[src/rtl/clk_meter_pkg.sv]
// Shared definitions for the sample-rate checker and its edge front end.
// FSM state encoding used by clk_period_meter.
`timescale 1ns/1ps
package clk_meter_pkg;

  typedef enum logic [1:0] {
    IDLE    = 2'd0,
    ARM     = 2'd1,
    MEASURE = 2'd2
  } meter_state_t;

endpackage

[src/rtl/sync_edge_det.sv]
// Purpose: 2-FF synchronizer on an async input plus registered rising-edge pulse.
// Latency: rise sampled at edge k gives rise pulse high after edge k+2.
// Backpressure: none; free-running, produces a single-cycle pulse per rise.
`timescale 1ns/1ps
module sync_edge_det (
  input  logic clk,
  input  logic i_rst,
  input  logic async_in,
  output logic rise
);

  logic sync_q1;
  logic sync_q2;
  logic sync_q3;

  always_ff @(posedge clk or negedge i_rst) begin
    if (!i_rst) begin
      sync_q1 <= 1'b0;
      sync_q2 <= 1'b0;
      sync_q3 <= 1'b0;
      rise    <= 1'b0;
    end else begin
      sync_q1 <= async_in;
      sync_q2 <= sync_q1;
      sync_q3 <= sync_q2;
      rise    <= sync_q2 & ~sync_q3;
    end
  end

endmodule

[src/rtl/clk_period_meter.sv]
// Purpose: measures the period of an async clock-like input in clk cycles, flags lock/timeout.
// Latency: o_valid/o_period one cycle after the synchronized edge pulse; outputs registered.
// Backpressure: none; o_valid and o_timeout are single-cycle pulses with no ready.
`timescale 1ns/1ps
module clk_period_meter
  import clk_meter_pkg::*;
#(
  parameter int CNT_W      = 16,
  parameter int MAX_PERIOD = 4095,
  parameter int TOL        = 2,
  parameter int LOCK_N     = 4
) (
  input  logic             clk,
  input  logic             i_rst,
  input  logic             enable,
  input  logic             i_clk_meas,
  output logic [CNT_W-1:0] o_period,
  output logic             o_valid,
  output logic             o_locked,
  output logic             o_timeout
);

  localparam int RUN_W = $clog2(LOCK_N + 1);
  localparam logic [CNT_W-1:0] MAX_CNT  = CNT_W'(MAX_PERIOD);
  localparam logic [CNT_W-1:0] TOL_CNT  = CNT_W'(TOL);
  localparam logic [CNT_W-1:0] ONE_CNT  = CNT_W'(1);
  localparam logic [RUN_W-1:0] LOCK_RUN = RUN_W'(LOCK_N);
  localparam logic [RUN_W-1:0] ONE_RUN  = RUN_W'(1);

  logic rise;

  sync_edge_det u_sync_edge_det (
    .clk      (clk),
    .i_rst    (i_rst),
    .async_in (i_clk_meas),
    .rise     (rise)
  );

  meter_state_t     state,    state_nxt;
  logic [CNT_W-1:0] cnt,      cnt_nxt;
  logic [CNT_W-1:0] prev,     prev_nxt;
  logic [RUN_W-1:0] run,      run_nxt;
  logic             has_prev, has_prev_nxt;
  logic [CNT_W-1:0] period_nxt;
  logic             valid_nxt;
  logic             locked_nxt;
  logic             timeout_nxt;
  logic [CNT_W-1:0] diff;
  logic             stable;

  // Unsigned max-min so the comparison never wraps.
  always_comb begin
    diff   = (cnt > prev) ? (cnt - prev) : (prev - cnt);
    stable = has_prev && (diff <= TOL_CNT);
  end

  always_comb begin
    state_nxt    = state;
    cnt_nxt      = cnt;
    prev_nxt     = prev;
    run_nxt      = run;
    has_prev_nxt = has_prev;
    period_nxt   = o_period;
    valid_nxt    = 1'b0;
    timeout_nxt  = 1'b0;
    locked_nxt   = o_locked;

    if (!enable) begin
      state_nxt    = IDLE;
      cnt_nxt      = '0;
      run_nxt      = '0;
      has_prev_nxt = 1'b0;
      locked_nxt   = 1'b0;
    end else begin
      unique case (state)
        IDLE: state_nxt = ARM;
        ARM: begin
          // First edge after arming only starts the count; no period yet.
          if (rise) begin
            cnt_nxt      = ONE_CNT;
            has_prev_nxt = 1'b0;
            state_nxt    = MEASURE;
          end
        end
        MEASURE: begin
          if (rise) begin
            period_nxt   = cnt;
            valid_nxt    = 1'b1;
            cnt_nxt      = ONE_CNT;
            prev_nxt     = cnt;
            has_prev_nxt = 1'b1;
            if (stable) begin
              run_nxt = (run == LOCK_RUN) ? run : (run + ONE_RUN);
            end else begin
              run_nxt = '0;
            end
            locked_nxt = (run_nxt == LOCK_RUN);
          end else if (cnt >= MAX_CNT) begin
            timeout_nxt = 1'b1;
            locked_nxt  = 1'b0;
            run_nxt     = '0;
            cnt_nxt     = '0;
            state_nxt   = ARM;
          end else begin
            cnt_nxt = cnt + ONE_CNT;
          end
        end
        default: state_nxt = IDLE;
      endcase
    end
  end

  always_ff @(posedge clk or negedge i_rst) begin
    if (!i_rst) begin
      state     <= IDLE;
      cnt       <= '0;
      prev      <= '0;
      run       <= '0;
      has_prev  <= 1'b0;
      o_period  <= '0;
      o_valid   <= 1'b0;
      o_locked  <= 1'b0;
      o_timeout <= 1'b0;
    end else begin
      state     <= state_nxt;
      cnt       <= cnt_nxt;
      prev      <= prev_nxt;
      run       <= run_nxt;
      has_prev  <= has_prev_nxt;
      o_period  <= period_nxt;
      o_valid   <= valid_nxt;
      o_locked  <= locked_nxt;
      o_timeout <= timeout_nxt;
    end
  end

endmodule

[config.mk]
export PLATFORM = sky130hd
export DESIGN_NAME = clk_period_meter
export DESIGN_NICKNAME = d
export VERILOG_FILES = /design/src/rtl/clk_meter_pkg.sv /design/src/rtl/sync_edge_det.sv /design/src/rtl/clk_period_meter.sv
export SDC_FILE = /design/constraint.sdc
export NUM_CORES = 1
export LEC_CHECK = 0
export CORE_UTILIZATION = 50
export DETAILED_ROUTE_END_ITERATION = 10
export DONT_BUFFER_PORTS = 1
export SLEW_MARGIN = 20
export SYNTH_ARGS = -nofsm -noshare
export SYNTH_HDL_FRONTEND = slang
export SYNTH_HIERARCHICAL = 1
export SYNTH_SLANG_ARGS = --single-unit
[constraint.sdc]
create_clock -name clk -period 3.4 [get_ports clk]
set_input_delay 0.17 -clock clk [delete_from_list [all_inputs] [get_ports clk]]
set_output_delay 0.17 -clock clk [all_outputs]
set_load 0.05 [all_outputs]
# After elaboration in Yosys (flattened, before gate mapping)
# Index checks and enable logic that the tools add are counted.
# W data, S select, Z words.
# word_totals
output_inout_bits	19
input_bits	4
wordCells	74
register_bits	45
# classes
add_sub_neg	4
eq_ne	11
mux	35
n_bitwise	2
magnitude_cmp	3
reduce_logical	7
# op_table
operator	n
$mux W16	5
$pmux W16 S2	1
$sub A16 B16 Y16	2
$mux W3	9
$add A16 B1 Y16 const B	1
$ge A16 B12 Y1 const B	1
$gt A16 B16 Y1	1
$le A16 B2 Y1 const B	1
$mux W1	14
$reduce_and A3 Y1	3
$mux W2	4
$eq A3 B3 Y1 const B	2
$ne A3 B1 Y1 const B	2
$ne A3 B2 Y1 const B	2
$ne A3 B3 Y1 const B	2
$pmux W2 S3	1
$reduce_and A2 Y1	2
$add A3 B1 Y3 const B	1
$eq A2 B1 Y1 const B	1
$eq A2 B2 Y1 const B	1
$logic_not A2 Y1	1
$ne A2 B1 Y1 const B	1
$pmux W1 S2	1
$and A1 B1 Y1	1
2 further kinds	2

# Longest topological paths before layout
# Gate-level depths: netlist of the first run.
# depth
depth_word	12
ltp_mapped	13
ltp_nobuf	12

# By module
# Netlist of the first run, hierarchy kept.
# by_module_without_submodules
mod	n_inst	cells_each	area_per_inst_um2	seq_area_each_um2
clk_period_meter	1	472	3711.1	1026.0
sync_edge_det	1	5	113.9	100.1

# Least setup slack after synthesis of the first run
# Ideal clock, no wire load.
# synth_path
kind	flip-flop to flip-flop
startpoint	register prev[0]
endpoint	register run[2]
path_buffers	0
period_less_slack_ps	3358
arrival_ps	3293
setup_time_ps	65
path_stages_with_launch	12
required_time_ps	3335
path_slack_ps	42
path_cell_list	dfrtp_1 ha_1 fa_1 nand2b_2 a211oi_4 o21ai_2 o21a_1 or4b_1 nor4b_2 o221ai_2 a311oi_2 o22a_1
# synth_via
elab_chain_len	11
word_cells_on_any_way	13
cone_classes	add/sub (2); order compare (2); mux (8); reduce/logical (1)
# synth_rtl
item	line	rtl
start: declaration	clk_period_meter.sv:41	logic [CNT_W-1:0] prev, prev_nxt;
start signal: assignment	clk_period_meter.sv:127	prev <= prev_nxt;
$sub A16 B16 Y16 or $gt A16 B16 Y1 (tied branches)	clk_period_meter.sv:53	diff = (cnt > prev) ? (cnt - prev) : (prev - cnt);
$mux W16 (*)	clk_period_meter.sv:53	
$le A16 B2 Y1 (*)	clk_period_meter.sv:54	stable = has_prev && (diff <= TOL_CNT);
$logic_and A1 B1 Y1 (*)	clk_period_meter.sv:54	
$mux W3 (*)	clk_period_meter.sv:92	if (stable) begin
$mux W3 (*)	clk_period_meter.sv:86	if (rise) begin
$mux W3 (*)	clk_period_meter.sv:75	unique case (state)
$mux W3 (*)	clk_period_meter.sv:68	if (!enable) begin
$mux W3 (*)	clk_period_meter.sv:86	
$mux W3 (*)	clk_period_meter.sv:75	
$mux W3 (*)	clk_period_meter.sv:68	
end signal: assignment	clk_period_meter.sv:128	run <= run_nxt;
end: declaration	clk_period_meter.sv:42	logic [RUN_W-1:0] run, run_nxt;
# Every way passes the cells marked *; elsewhere a longest branch is shown, timed or not. The select of a mux whose other input is x is not followed.
# A chain may end at the register's enable or synchronous reset.

# Worst setup path in the final report of the first run
# Same ends and word-level chain as after synthesis.

==> results of run 1 <==
layout make-up:
cell class	instances	share of cell area
Clock inverter	3	0.0157
Timing Repair Buffer	39	0.0731
Sequential cell	45	0.257
Inverter	43	0.0368
Multi-Input combinational cell	371	0.573
Tap cell	99	0.0283
Clock buffer	5	0.0157
cell usage after synthesis, drive strengths merged (5+ instances only):
master | number | share of area
nand4 | 12 | 0.020
dfrtp | 45 | 0.29
nand2b | 6 | 0.010
nor4 | 6 | 0.0098
buf | 7 | 0.0088
inv | 43 | 0.042
a21oi | 37 | 0.048
nand2 | 48 | 0.047
nor3 | 11 | 0.014
o21ai | 50 | 0.066
clkbuf | 11 | 0.011
xnor2 | 14 | 0.032
nand3 | 13 | 0.017
ha | 34 | 0.11
o21a | 8 | 0.016
o21bai | 8 | 0.016
and3 | 5 | 0.0082
and2 | 9 | 0.015
nor2 | 36 | 0.035
cells in the final DEF, fill, tap and decap left out, drive strengths merged, types with 13 or more instances in the layout:
| cell | instances |
|---|---|
| o21ai | 50 |
| nand2 | 48 |
| nand3 | 13 |
| xnor2 | 14 |
| inv | 44 |
| a21oi | 37 |
| nor2 | 36 |
| ha | 34 |
| dfrtp | 45 |
| buf | 36 |
per-layer routing:
layer | wire (um) | global-route usage | vias up
met1 | 5100 | 0.403 | 1713
met5 | 0 | 0 | -
met3 | 429 | 0.0314 | 12
li1 | - | - | 1744
met4 | 111 | 0.0620 | 0
met2 | 4580 | 0.416 | 106
final timing paths:
check / depth (start not counted) / start / slack, ns / to
min in group asynchronous: 2 / i_rst / 0.35 / run[2]$_DFFE_PN0P_
min reg2reg: 0 / u_sync_edge_det/sync_q1$_DFF_PN0_ / 0.36 / u_sync_edge_det/sync_q2$_DFF_PN0_
max: 11 / prev[0]$_DFFE_PN0P_ / 0.14 / run[2]$_DFFE_PN0P_
min: 1 / enable / 0.03 / cnt[0]$_DFFE_PN0P_
max in group asynchronous: 2 / i_rst / 2.82 / cnt[9]$_DFFE_PN0P_
max reg2reg: 11 / prev[0]$_DFFE_PN0P_ / 0.14 / run[2]$_DFFE_PN0P_
stage by stage:
stage	TNS [ns]	cells
after global placement	0	592
after CTS	0	604
after global routing	-0.0149	605
after detailed placement	0	592
after floorplan	0	477
final	0	605
kinds of logic (layout without fill, tap and decap cells):
family | count (synthesis) | count (layout) | share of synthesized area
xor+xnor | 18 | 18 | 0.0412
buf+inv | 61 | 90 | 0.0618
simple gates | 170 | 170 | 0.227
fa+ha+maj | 36 | 36 | 0.122
flops | 45 | 45 | 0.294
mux | 4 | 4 | 0.0105
compound gates | 143 | 143 | 0.243
what timing repair did:
| item | CTS | global route |
|---|---|---|
| setup buffers | 0 | 1 |
| endpoints found under the hold margin | 49 | 0 |
| setup endpoints to repair | 0 | 4 |
| gates resized for setup | 0 | 10 |
| hold buffers | 4 | 0 |
power by group through the flow:
stage          sequential [mW]  clock [mW]  combinational, mW
4_1_cts                  0.605       0.512              0.806
2_1_floorplan            0.754           0              0.426
3_5_place_dp             0.615           0              0.782
6_report                 0.605       0.498              0.835
5_1_grt                  0.613       0.531              0.904
3_3_place_gp             0.614           0              0.784
sequential cells by signal, indices dropped and copies added (netlist names):
register                 count
run                          3
o_valid                      1
has_prev                     1
u_sync_edge_det/sync_q1      1
prev                        16
o_locked                     1
u_sync_edge_det/rise         1
cnt                         16
u_sync_edge_det/sync_q3      1
u_sync_edge_det/sync_q2      1
state                        2
o_timeout                    1
==> flow_metrics.py, run 1 <==
metrics = {
    "setup_path": {
        "cp_cell_sequence": "ha_1 > fa_2 > nand2b_4 > a211oi_4 > o21ai_2 > o21a_1 > or4b_4 > nor4b_4 > o221ai_2 > a311oi_2 > o22a_1",
        "max_stage_delay_ns": 0.56,
        "cp_data_arrival_time_ns": 3.51,
        "critPathMaxFanout": 5,
        "critPathSlowestCell": "or4b_4",
        "cp-end-kind": "flop",
        "crit_buf_inv": 0,
        "crit_required_ns": 3.65,
        "cpLargestDelayFamily": "compound AO/OA/AOI/OAI gates",
        "criticalPathCategory": "flop to flop",
        "setup.worst_path.start_class": "flop",
    },
    "power": {
        "powerDensity_mw_per_mm2": 442,
        "finalPower_mw": 1.94,
        "ir_drop_mv": 0.262,
        "switching_share": 0.402,
        "intPower_mw": 1.16,
        "p_seq_frac": 0.312,
        "clockPowerShare": 0.257,
        "p_leak_nw": 1.92,
        "combinationalPowerShare": 0.431,
        "p_sw_mw": 0.780,
    },
    "place": {
        "io_buffers": 0,
        "place_congestion": 0.937,
        "place_area_mm2": 0.00413,
        "dp_hpwl_um": 7940,
        "pre_cts_slack_ns": 0.0157,
    },
    "layout": {
        "ff_latch_area_mm2": 0.00113,
        "multi_input_area_mm2": 0.00251,
        "area_delta_synth_final_pct": 14.6,
        "insertedDiodeCount": 0,
        "fillers": 657,
        "final_util": 0.598,
        "design_area_mm2": 0.00438,
        "drive_above_1_share": 0.123,
        "fin_nets": 545,
    },
    "global_route": {
        "grt_usage": 0.270,
        "grt_pass1_vias": 3215,
        "grt_max_degree": 46,
        "antenna_found_initial": 0,
        "grt_pass1_wl_um": 16300,
        "gr-total-overflow": 0,
    },
    "route": {
        "first_pass_iters": 5,
        "ant_nets": 0,
        "drcViolationCount": 0,
        "drtIter0Drc": 224,
        "vias": 3575,
        "routed_via_density": 5.91,
        "routedWlPerCell_um": 16.9,
        "drt_wl_total_um": 10200,
    },
    "timing": {
        "fmaxAchievable_mhz": 307,
        "worst_pin_slew_ns": 0.728,
        "hold_violations": 0,
        "fin_crit_sh": 0.959,
        "report.final.slew_viol_count": 0,
        "slew_headroom": 0.511,
        "worst_slack_ns": 0.139,
        "whs_ns": 0.0262,
        "finClkSkew_ns": 0.0128,
        "min_period_ns": 3.26,
        "setup_viol_count_final": 0,
    },
    "clock_tree": {
        "cts_num_sinks": 45,
        "cts_buffers": 5,
        "cts.path.max_buffers": 2,
        "h-tree-depth": 2,
        "cts_tree": "done",
        "clk_pin_slew_ns": 0.10,
        "clkLatencyLatePin_ns": 0.30,
        "cts_root_buf": "clkbuf_8",
    },
    "die": {
        "initial_core_util": 0.522,
        "rows": 31,
        "io-pin-count": 23,
        "die_width_um": 89.5,
        "die_y_um": 89.5,
        "core_area_mm2": 0.00733,
        "die-area_mm2": 0.00800,
    },
    "synth": {
        "yosysSeqAreaShare": 0.294,
        "synth-seq-cells": 45,
        "synth_edf_count": 0,
        "synth-warning-count": 6,
        "synthesis.area_mm2": 0.00382,
        "yosys_most_used_dff": "dfrtp_1",
        "avgSynthCellArea_um2": 8.02,
        "syn_nets": 517,
        "syn_inst": 477,
        "synthArstFlopShare": 1.00,
        "yosys.cell_types.count": 62,
    },
    "min_path": {
        "hold_path_class": "input port to flop",
    },
    "run_status": {
        "outcome": "completed",
    },
    "job": {
        "drv_cap": 0,
    },
}
No activity file was read; power rests on OpenSTA's default activity.
==> run 2: changes to the inputs <==
- MAX_ROUTING_LAYER: unset -> met4
- SETUP_SLACK_MARGIN: unset -> 0.05
==> flow_metrics.py, run 2 (synthesis gave the netlist of run 1 again) <==
metrics = {
    "route": {
        "drt_wl_total_um": 10400,
        "drtIter0Drc": 263,
        "routedWlPerCell_um": 16.9,
        "first_pass_iters": 5,
        "drcViolationCount": 0,
        "ant_nets": 0,
        "routed_via_density": 5.80,
        "vias": 3549,
    },
    "place": {
        "place_congestion": 0.942,
        "io_buffers": 0,
        "dp_hpwl_um": 7910,
    },
    "global_route": {
        "grt_pass1_vias": 3285,
        "grt_usage": 0.283,
        "grt_pass1_wl_um": 16600,
        "antenna_found_initial": 0,
        "gr-total-overflow": 0,
        "grt_max_degree": 46,
    },
    "power": {
        "finalPower_mw": 1.98,
        "powerDensity_mw_per_mm2": 440,
        "ir_drop_mv": 0.283,
        "p_leak_nw": 1.94,
    },
    "timing": {
        "fin_crit_sh": 0.969,
        "whs_ns": 0.0212,
        "report.final.slew_viol_count": 0,
        "fmaxAchievable_mhz": 304,
        "min_period_ns": 3.29,
        "worst_pin_slew_ns": 0.725,
        "finClkSkew_ns": 0.0199,
        "hold_violations": 0,
        "setup_viol_count_final": 0,
        "rsz0062_at_grt": "true",
        "slew_headroom": 0.513,
    },
    "die": {
        "initial_core_util": 0.522,
        "die-area_mm2": 0.00800,
        "rows": 31,
        "die_y_um": 89.5,
        "core_area_mm2": 0.00733,
        "io-pin-count": 23,
        "die_width_um": 89.5,
    },
    "layout": {
        "drive_above_1_share": 0.150,
        "mostFrequentLayoutCells": "nand2_1 (48), o21ai_0 (45), dfrtp_1 (43)",
        "top_regs": "cnt x16, prev x16, run x3",
        "mostFrequentLayoutCell": "nand2_1",
        "insertedDiodeCount": 0,
        "fillers": 651,
        "area_delta_synth_final_pct": 17.7,
        "fin_nets": 552,
        "final_util": 0.614,
    },
    "clock_tree": {
        "clk_pin_slew_ns": 0.10,
        "cts_buffers": 5,
        "cts_num_sinks": 45,
        "cts_root_buf": "clkbuf_8",
        "cts_tree": "done",
        "clkLatencyLatePin_ns": 0.31,
        "h-tree-depth": 2,
        "cts.path.max_buffers": 2,
    },
    "setup_path": {
        "cp_cell_sequence": "ha_4 > fa_2 > nand2b_4 > a211oi_4 > o21ai_2 > o21a_1 > or4b_4 > nor4b_4 > o221ai_2 > a311oi_2 > o22a_1",
        "cp-end-kind": "flop",
        "setup.worst_path.start_class": "flop",
        "criticalPathCategory": "flop to flop",
        "critPathMaxFanout": 5,
        "max_stage_delay_ns": 0.54,
        "cp_data_arrival_time_ns": 3.55,
        "crit_required_ns": 3.66,
        "critPathSlowestCell": "or4b_4",
    },
    "min_path": {
        "hold_path_class": "input port to flop",
    },
    "run_status": {
        "outcome": "completed",
    },
    "job": {
        "drv_cap": 0,
    },
}
run 2: changes by cell type in the layout (fill, tap and decap cells not counted), sizes merged:
cell / delta
dlygate4sd3: +1
buf: +6
run 2: per-stage QoR:
stage / std cells / TNS [ns] / setup WS, ns / instance area (um2)
final: 612 / 0 / 0.105 / 4500
after global routing: 612 / -0.0249 / -0.0249 / 4500
after CTS: 602 / 0 / 0.0592 / 4340
after detailed placement: 590 / 0 / 0.0251 / 4130
after global placement: 590 / 0 / 0.0943 / 4130
after floorplan: 477 / 0 / 0.144 / 3830
run 2: timing repair:
action,in CTS,in global routing
hold buffers,4,1
setup endpoints to repair,2,4
pin swaps,0,13
resized for setup,2,20
endpoints found under the hold margin,48,1
setup buffers,0,9
run 2: cell type report:
class | instances | area [um2] | area share
Tap cell | 99 | 124 | 0.0275
Timing Repair Buffer | 46 | 388 | 0.0861
Clock buffer | 5 | 68.8 | 0.0153
Sequential cell | 45 | 1130 | 0.251
Inverter | 43 | 161 | 0.0358
Multi-Input combinational cell | 371 | 2560 | 0.569
Clock inverter | 3 | 68.8 | 0.0153
run 2: metal layers:
layer	track usage	part of all wire
met1	0.405	0.49
met2	0.427	0.46
met3	0.0397	0.047
met4	0.0577	0.010
met5	-	0
run 2: power by group:
group	internal (mW)	total, mW	leakage [nW]	switching [mW]
combinational	0.307	0.872	1.32	0.564
sequential	0.578	0.607	0.553	0.0299
clock	0.296	0.500	0.0687	0.204
run 2: worst max-delay path: cells and delay by family, from the launching register on:
family	cells	cell delay, ns
AO/OA/AOI/OAI	6	1.29
adder cells (fa/ha/maj)	2	0.50
flip-flops	1	0.44
AND/OR/NAND/NOR	3	1.01
run 2: path summary, 6_finish.rpt:
| kind | start | slack (ns) | endpoint | depth (start not counted) |
|---|---|---|---|---|
| worst max-delay path | prev[0]$_DFFE_PN0P_ | 0.11 | run[2]$_DFFE_PN0P_ | 11 |
| worst min-delay path | enable | 0.02 | cnt[0]$_DFFE_PN0P_ | 1 |
| worst max register to register | prev[0]$_DFFE_PN0P_ | 0.11 | run[2]$_DFFE_PN0P_ | 11 |
| min in group asynchronous | i_rst | 0.35 | cnt[5]$_DFFE_PN0P_ | 2 |
| worst min register to register | u_sync_edge_det/sync_q1$_DFF_PN0_ | 0.36 | u_sync_edge_det/sync_q2$_DFF_PN0_ | 0 |
| max in group asynchronous | i_rst | 2.80 | prev[0]$_DFFE_PN0P_ | 2 |
==> run 3: changes to the inputs <==
==> constraint.sdc (replaced) <==
create_clock -name clk -period 3.4 [get_ports clk]
set_input_delay 0.34 -clock clk [delete_from_list [all_inputs] [get_ports clk]]
set_output_delay 0.34 -clock clk [all_outputs]
set_load 0.05 [all_outputs]
==> flow_metrics.py, run 3 (synthesis gave the netlist of run 1 again) <==
metrics = {
    "run_status": {
        "outcome": "completed",
    },
    "power": {
        "powerDensity_mw_per_mm2": 442,
        "finalPower_mw": 1.98,
        "p_leak_nw": 1.93,
        "ir_drop_mv": 0.283,
    },
    "place": {
        "place_congestion": 0.942,
        "io_buffers": 0,
        "dp_hpwl_um": 7910,
        "place_area_mm2": 0.00413,
        "dp.cells": 590,
        "pre_cts_slack_ns": 0.0251,
    },
    "clock_tree": {
        "cts_tree": "done",
        "cts_num_sinks": 45,
        "clk_pin_slew_ns": 0.10,
        "cts_root_buf": "clkbuf_8",
        "cts.path.max_buffers": 2,
        "cts_buffers": 5,
        "h-tree-depth": 2,
        "clkLatencyLatePin_ns": 0.31,
    },
    "global_route": {
        "grt_max_degree": 46,
        "antenna_found_initial": 0,
        "met2_usage": 0.425,
        "grt-busiest-layer": "met2",
        "grt_usage": 0.283,
        "gr-total-overflow": 0,
        "use_met3": 0.0397,
        "grt_pass1_wl_um": 16600,
        "grt_pass1_vias": 3281,
        "grt_util_met1": 0.406,
    },
    "layout": {
        "insertedDiodeCount": 0,
        "design_area_mm2": 0.00447,
        "final_util": 0.610,
        "final_cells": 609,
        "area_delta_synth_final_pct": 16.9,
        "mostFrequentLayoutCell": "nand2_1",
        "top_regs": "cnt x16, prev x16, run x3",
        "mostFrequentLayoutCells": "nand2_1 (48), o21ai_0 (45), dfrtp_1 (43)",
        "drive_above_1_share": 0.151,
        "fin_nets": 549,
    },
    "timing": {
        "finClkSkew_ns": 0.0200,
        "setup_viol_count_final": 0,
        "rsz0062_at_grt": "true",
        "worst_pin_slew_ns": 0.724,
        "hold_violations": 0,
        "whs_ns": 0.0571,
        "worst_slack_ns": 0.108,
        "fin_crit_sh": 0.968,
        "fmaxAchievable_mhz": 304,
        "min_period_ns": 3.29,
        "slew_headroom": 0.513,
        "fin_setup_tns_ns": 0,
        "report.final.slew_viol_count": 0,
    },
    "setup_path": {
        "cp-end-kind": "flop",
        "critPathMaxFanout": 5,
        "crit_required_ns": 3.66,
        "setup.worst_path.start_class": "flop",
        "cp_data_arrival_time_ns": 3.55,
        "criticalPathCategory": "flop to flop",
    },
    "route": {
        "first_pass_iters": 4,
        "routed_via_density": 5.83,
        "vias": 3552,
        "ant_nets": 0,
        "drtIter0Drc": 263,
        "drt_wl_total_um": 10300,
        "routedWlPerCell_um": 16.9,
        "drcViolationCount": 0,
    },
    "die": {
        "die_width_um": 89.5,
        "io-pin-count": 23,
        "core_area_mm2": 0.00733,
        "rows": 31,
        "initial_core_util": 0.522,
        "die_y_um": 89.5,
        "die-area_mm2": 0.00800,
    },
    "job": {
        "drv_cap": 0,
    },
    "min_path": {
        "hold_path_class": "input port to flop",
    },
}
[run 3: cell count changes in the layout (fill, tap and decap cells not counted), sizes merged]
cell         previous run  this run
dlygate4sd3             4         1
[run 3: layer usage]
metal	vias to the layer above	wire length, um	share of wire
met5	-	0	0
met1	1666	4930	0.48
met2	120	4660	0.45
li1	1756	-	-
met3	10	606	0.059
met4	0	104	0.010
[run 3: layout make-up]
| cell class | count | area [um2] |
|---|---|---|
| multi-input combinational | 371 | 2560 |
| sequential | 45 | 1130 |
| inverter | 43 | 161 |
| clock inverter | 3 | 68.8 |
| timing repair buffer | 43 | 358 |
| fill | 653 | 2860 |
| tap | 99 | 124 |
| clock buffer | 5 | 68.8 |
[run 3: where the power goes]
group | total, mW | switching, mW | internal [mW]
registers | 0.608 | 0.0299 | 0.578
logic | 0.868 | 0.563 | 0.305
clock network | 0.500 | 0.204 | 0.296
[run 3: final timing paths]
kind                                                     end  depth (start not counted)                              start  slack, ns
setup / recovery                          run[2]$_DFFE_PN0P_                         11                prev[0]$_DFFE_PN0P_       0.11
hold / removal             u_sync_edge_det/sync_q1$_DFF_PN0_                          0                         i_clk_meas       0.06
setup reg to reg                          run[2]$_DFFE_PN0P_                         11                prev[0]$_DFFE_PN0P_       0.11
hold reg to reg            u_sync_edge_det/sync_q2$_DFF_PN0_                          0  u_sync_edge_det/sync_q1$_DFF_PN0_       0.36
max in group asynchronous                prev[0]$_DFFE_PN0P_                          2                              i_rst       2.63
min in group asynchronous                 cnt[5]$_DFFE_PN0P_                          2                              i_rst       0.52
[run 3: worst max-delay path, stage by stage, from the launching register on]
cell      delay [ns]
dfrtp_2         0.44
ha_4            0.17
fa_2            0.33
nand2b_4        0.16
a211oi_4        0.33
o21ai_2         0.13
o21a_1          0.24
or4b_4          0.54
nor4b_4         0.30
o221ai_2        0.18
a311oi_2        0.25
o22a_1          0.17
[run 3: what timing repair did]
action,4_1_cts,5_1_grt
gates resized for setup,2,20
endpoints found under the hold margin,45,0
hold buffers,2,0
setup buffers,0,9
endpoints found under the setup margin,2,4
pin swaps,0,13
